$ cat src/rtl/bsdeser.sv
// bsdeser: bit-serial to parallel collector behind the modmul stage.
// Collects LSB-first LEN-bit words framed by isync and queues them in a
// 2-entry valid/ready FIFO. Sticky flags report dropped words (overrun) and
// sync pulses that cut a word short (frame_err).
// Optional feature macro: BSDESER_CANON_EN -- adds a register stage that
// reduces each completed word into [0, P) with P = 2^LEN - 3.
module bsdeser #(
   parameter int LEN = 22
) (
   input  logic           clk,
   input  logic           reset,
   input  logic           is,
   input  logic           isync,
   output logic [LEN-1:0] q,
   output logic           qvalid,
   input  logic           qready,
   output logic           overrun,
   output logic           frame_err
);

   localparam int CW = $clog2(LEN);
   localparam logic [CW-1:0] LASTBIT = CW'(LEN - 1);

   typedef enum logic [0:0] {
      ST_IDLE    = 1'b0,
      ST_COLLECT = 1'b1
   } state_t;

   // collector state
   state_t         state_r, state_n_s;
   logic [CW-1:0]  cnt_r, cnt_n_s;
   logic [LEN-1:0] sh_r, sh_n_s;
   logic           done_s;
   logic           ferr_set_s;

   // FIFO state
   logic [LEN-1:0] head_r, head_n_s;
   logic [LEN-1:0] tail_r, tail_n_s;
   logic [1:0]     fcnt_r, fcnt_n_s;
   logic           qvalid_r;
   logic           ovr_r, ovr_set_s;
   logic           ferr_r;
   logic           push_s;
   logic           pop_s;
   logic [LEN-1:0] push_data_s;

   // Collector state register and shift register
   always_ff @(posedge clk or negedge reset) begin
      if (!reset) begin
         state_r <= ST_IDLE;
         cnt_r   <= CW'(0);
         sh_r    <= {LEN{1'b0}};
      end else begin
         state_r <= state_n_s;
         cnt_r   <= cnt_n_s;
         sh_r    <= sh_n_s;
      end
   end

   // Collector next state: start on sync, shift bits in, complete at LEN-1
   always_comb begin
      state_n_s  = state_r;
      cnt_n_s    = cnt_r;
      sh_n_s     = sh_r;
      done_s     = 1'b0;
      ferr_set_s = 1'b0;
      case (state_r)
         ST_IDLE: begin
            if (isync) begin
               sh_n_s    = {{(LEN-1){1'b0}}, is};
               cnt_n_s   = CW'(1);
               state_n_s = ST_COLLECT;
            end else begin
               state_n_s = ST_IDLE;
            end
         end
         ST_COLLECT: begin
            if (isync) begin
               // a sync inside a word abandons the partial word and restarts
               ferr_set_s = 1'b1;
               sh_n_s     = {{(LEN-1){1'b0}}, is};
               cnt_n_s    = CW'(1);
               state_n_s  = ST_COLLECT;
            end else begin
               sh_n_s[cnt_r] = is;
               if (cnt_r == LASTBIT) begin
                  done_s    = 1'b1;
                  cnt_n_s   = CW'(0);
                  state_n_s = ST_IDLE;
               end else begin
                  cnt_n_s   = cnt_r + CW'(1);
                  state_n_s = ST_COLLECT;
               end
            end
         end
         default: begin
            state_n_s = ST_IDLE;
            cnt_n_s   = CW'(0);
            sh_n_s    = {LEN{1'b0}};
         end
      endcase
   end

`ifdef BSDESER_CANON_EN
   localparam logic [LEN-1:0] PMOD = {{(LEN-2){1'b1}}, 2'b01};

   logic           cvalid_r;
   logic [LEN-1:0] cword_r;

   // Reduce a collected word into [0, P); only P..P+2 need the subtraction
   function automatic logic [LEN-1:0] canon(input logic [LEN-1:0] w);
      logic [LEN-1:0] r;
      if (w >= PMOD) begin
         r = w - PMOD;
      end else begin
         r = w;
      end
      return r;
   endfunction

   // Canonicalisation register stage between collector and FIFO
   always_ff @(posedge clk or negedge reset) begin
      if (!reset) begin
         cvalid_r <= 1'b0;
         cword_r  <= {LEN{1'b0}};
      end else begin
         cvalid_r <= done_s;
         if (done_s) begin
            cword_r <= canon(sh_n_s);
         end else begin
            cword_r <= cword_r;
         end
      end
   end

   assign push_s      = cvalid_r;
   assign push_data_s = cword_r;
`else
   assign push_s      = done_s;
   assign push_data_s = sh_n_s;
`endif

   assign pop_s = qvalid_r & qready;

   // FIFO next state: in-order 2 entries, head drives q, drop when full
   always_comb begin
      head_n_s  = head_r;
      tail_n_s  = tail_r;
      fcnt_n_s  = fcnt_r;
      ovr_set_s = 1'b0;
      case (fcnt_r)
         2'd0: begin
            if (push_s) begin
               head_n_s = push_data_s;
               fcnt_n_s = 2'd1;
            end else begin
               fcnt_n_s = 2'd0;
            end
         end
         2'd1: begin
            if (push_s && pop_s) begin
               head_n_s = push_data_s;
            end else if (push_s) begin
               tail_n_s = push_data_s;
               fcnt_n_s = 2'd2;
            end else if (pop_s) begin
               fcnt_n_s = 2'd0;
            end else begin
               fcnt_n_s = 2'd1;
            end
         end
         2'd2: begin
            if (push_s && pop_s) begin
               head_n_s = tail_r;
               tail_n_s = push_data_s;
            end else if (push_s) begin
               ovr_set_s = 1'b1;
            end else if (pop_s) begin
               head_n_s = tail_r;
               fcnt_n_s = 2'd1;
            end else begin
               fcnt_n_s = 2'd2;
            end
         end
         default: begin
            fcnt_n_s = 2'd0;
         end
      endcase
   end

   // FIFO storage, registered valid and sticky status flags
   always_ff @(posedge clk or negedge reset) begin
      if (!reset) begin
         head_r   <= {LEN{1'b0}};
         tail_r   <= {LEN{1'b0}};
         fcnt_r   <= 2'd0;
         qvalid_r <= 1'b0;
         ovr_r    <= 1'b0;
         ferr_r   <= 1'b0;
      end else begin
         head_r   <= head_n_s;
         tail_r   <= tail_n_s;
         fcnt_r   <= fcnt_n_s;
         qvalid_r <= (fcnt_n_s != 2'd0);
         ovr_r    <= ovr_r | ovr_set_s;
         ferr_r   <= ferr_r | ferr_set_s;
      end
   end

   assign q         = head_r;
   assign qvalid    = qvalid_r;
   assign overrun   = ovr_r;
   assign frame_err = ferr_r;

endmodule

$ cat config.mk
export PLATFORM = sky130hd
export DESIGN_NAME = bsdeser
export DESIGN_NICKNAME = d
export VERILOG_FILES = /design/src/rtl/bsdeser.sv
export SDC_FILE = /design/constraint.sdc
export NUM_CORES = 1
export LEC_CHECK = 0
export ABC_AREA = 0
export ABC_CLOCK_PERIOD_IN_PS = 4500
export BUFFER_PORTS_ARGS = -buffer_cell sky130_fd_sc_hd__clkbuf_2
export CAP_MARGIN = 20
export CORE_UTILIZATION = 45
export CTS_CLUSTER_DIAMETER = 200
export DETAILED_ROUTE_END_ITERATION = 6
export PLACE_DENSITY_LB_ADDON = 0.12
export SYNTH_ARGS = -nofsm -noshare
export SYNTH_HDL_FRONTEND = slang
export SYNTH_SLANG_ARGS = --single-unit
export TNS_END_PERCENT = 100
$ cat constraint.sdc
create_clock -name clk -period 4.5 [get_ports clk]
set_input_delay 0.675 -clock clk [delete_from_list [all_inputs] [get_ports clk]]
set_output_delay 0.675 -clock clk [all_outputs]
set_load 0.05 [all_outputs]
==> impl_metrics.toml <==
[synth]
synth_ff_type = "dfrtp_1"
synthesis.instances = 352
synth_seq_cells = 77
synth_top_area_frac = 0.530
synth_cell_type_count = 45
ys_warn_count = 0
syn-num-nets = 361
synth_area_leaders = "dfrtp_1 (53%), mux2_2 (6.8%), a21oi_1 (6.3%)"
synth_compound_area_frac = 0.197
synthArstFlopShare = 1.00
avgSynthCellArea_um2 = 10.3
synth_edf_count = 0
syn_area_mm2 = 0.00363
synth-adder-area-share = 0.0138
synth_area_leader_cell = "dfrtp_1"
synthMuxAreaShare = 0.0737
yosys.area_share.simple = 0.145
yosysSeqAreaShare = 0.530
synth-xor-area-share = 0
synth_top_family_by_area = "compound AO/OA/AOI/OAI gates"

[timing]
tightest_slew_ns = 1.05
period_needed_ns = 2.77
setup_viol = 0
slew_headroom = 0.300
finalCritPeriodShare = 0.616
tns_ns = 0
fmax_mhz = 361
hold_violations = 0
drv_slew = 0
clock_skew_ns = 0.00724
rsz0062_at_grt = "false"

[floorplanning]
die_area_mm2 = 0.00844
rows = 32
coreArea_mm2 = 0.00777
start_util = 0.468
dieHeight_um = 91.9
ios = 30
die_w_um = 91.9

[power]
p_leak_nw = 1.90
pwr-share-clk = 0.403
power.share.switching = 0.269
peakVddDrop_uv = 189
power_frac_comb = 0.134
p_seq_frac = 0.463
p_int_w = 0.00117
power_switching_w = 0.000429
power.density_mw_per_mm2 = 392

[outcome]
status = "completed"

[clock_tree]
cts_resized = 0
cts_buffer_depth = 2
clock_latency_ns = 0.35
cts_made_buffers = 9
cts-root-buf = "clkbuf_8"
post_cts_buffers = 0
clk_pin_slew_ns = 0.08
cts_tree = "done"
holdBufCountCts = 0
cts.sinks = 77
cts_max_level = 3

[detailed_routing]
avgRoutedWirePerCell_um = 17.7
wirelength_um = 8380
drt_iter0_drc = 124
first_pass_iters = 7
antenna_left = 0
drc_errors = 0
via_count = 2740
post_drt_via_cell_ratio = 5.78

[global_route]
grt_pass1_wl_um = 14300
grt_pass1_vias = 2831
grt_usage = 0.221
grt_antenna_before_repair = 0
globalRouteOverflowTotal = 0
grt_max_degree = 78

[cells_and_area]
fin_nets = 377
area_growth_syn_to_layout_pct = 12.1
n_antenna_cell = 0
drive_gt1_frac = 0.210
finalNonFillerCells = 474
fillers = 749

[critical_path]
r2r_cells = 6
endpoint_kind = "flop"
crit_required_ns = 4.68
crit_arrival_ns = 2.95
worstSetupPathType = "reg2reg"
r2r-start = "cnt_r[1]$_DFFE_PN0P_"
path_max_fanout = 22
rrSetupSlack_ns = 1.73
timing.rr.end = "q[0]$_DFFE_PN0P_"
startpoint_type = "flop"

[run]
maxCapViolCount = 0

[min_path]
hold_path.class = "in2async"

[placement]
gp_congestion = 0.816
dp_hpwl_um = 5210
dp.cells = 458
numPortBuffers = 29
cell usage in the layout, fill, tap and decap left out, drive strengths merged, types with 2 or more instances in the layout:
master,count
o22ai,2
mux2i,2
inv,5
nand2,51
dfrtp,77
nor3,2
bufinv,3
a21oi,46
nand3b,2
buf,4
nor2,3
o211ai,2
nand2b,4
and2,6
mux2,22
o32a,21
and3b,2
or3b,3
o21ai,25
clkbuf,39
nand4,2
ha,4
nor3b,4
nand3,23
a21o,3
synthesized netlist by cell type, types with 2 or more instances:
master / instances
a21o_1: 3
a21oi_1: 46
and2_1: 5
and3b_1: 2
buf_1: 3
buf_2: 5
buf_6: 2
clkbuf_1: 15
dfrtp_1: 77
ha_1: 4
inv_1: 5
mux2_2: 22
mux2i_1: 2
nand2_1: 50
nand2b_1: 4
nand3_1: 23
nand3b_1: 2
nand4_1: 2
nor2_1: 3
nor3_1: 2
nor3b_1: 4
o211ai_1: 2
o21ai_0: 25
o32a_1: 21
or3b_2: 3
worst max path at each step:
stage	slack, ns	end	cells after the start	startpoint
after floorplan	2.37	q[12]$_DFFE_PN0P_	5	isync
after global placement	1.50	q[0]$_DFFE_PN0P_	4	isync
after detailed placement	1.45	q[0]$_DFFE_PN0P_	4	isync
after CTS	1.73	q[0]$_DFFE_PN0P_	6	cnt_r[1]$_DFFE_PN0P_
after global routing	1.51	tail_r[6]$_DFFE_PN0P_	6	cnt_r[1]$_DFFE_PN0P_
final	1.73	q[0]$_DFFE_PN0P_	6	cnt_r[1]$_DFFE_PN0P_
cell families after synthesis:
kind of cell | after synthesis
AO/OA/AOI/OAI | 109
AND/OR/NAND/NOR | 106
flip-flops | 77
buffers and inverters | 32
multiplexers | 24
adder cells (fa/ha/maj) | 4
through the flow:
stage	power (W)	util	setup slack [ns]	hold slack, ns	instance area, um^2
after global routing	0.00165	0.524	1.51	0.107	4070
after CTS	0.00161	0.521	1.73	0.489	4050
after global placement	0.000964	0.489	1.50	0.466	3800
final	0.00160	0.524	1.73	0.117	4070
after floorplan	0.000900	-	2.37	0.379	3630
after detailed placement	0.000966	0.489	1.45	0.472	3800
area by class of cell:
type                            count  area [um^2]  share of cell area
Sequential cell                    77         1930               0.473
Multi-Input combinational cell    243         1560               0.384
Timing Repair Buffer               32          190              0.0467
Clock buffer                       11          151              0.0372
Tap cell                          102          128              0.0313
Clock inverter                      4         95.1              0.0233
Inverter                            5         18.8             0.00461
power by group through the flow:
stage | clock [W] | sequential (W) | combinational [W]
after floorplan | 0 | 0.000807 | 0.0000931
after global placement | 0 | 0.000752 | 0.000212
after detailed placement | 0 | 0.000753 | 0.000213
after CTS | 0.000657 | 0.000740 | 0.000213
after global routing | 0.000677 | 0.000744 | 0.000233
final | 0.000644 | 0.000739 | 0.000214
registers in the layout (all words and copies together) (netlist names):
name and cells:
state_r 1, sh_r 22, frame_err 1, overrun 1, cnt_r 5, tail_r 22, fcnt_r 2, q 22
qvalid 1
metal layers:
metal | wire length, um | part of all wire | track usage
met1 | 3950 | 0.47 | 0.305
met2 | 3930 | 0.47 | 0.341
met3 | 334 | 0.040 | 0.0456
met4 | 157 | 0.019 | 0.0872
met5 | 0 | 0 | 0
worst max-delay path, stage by stage, from the launching register on:
cell	delay (ns)
dfrtp_1	0.43
inv_1	0.09
ha_1	0.26
nand2_2	0.20
or4_4	0.58
o22ai_2	0.81
o32ai_1	0.22
(Power assumes the default switching activity.)
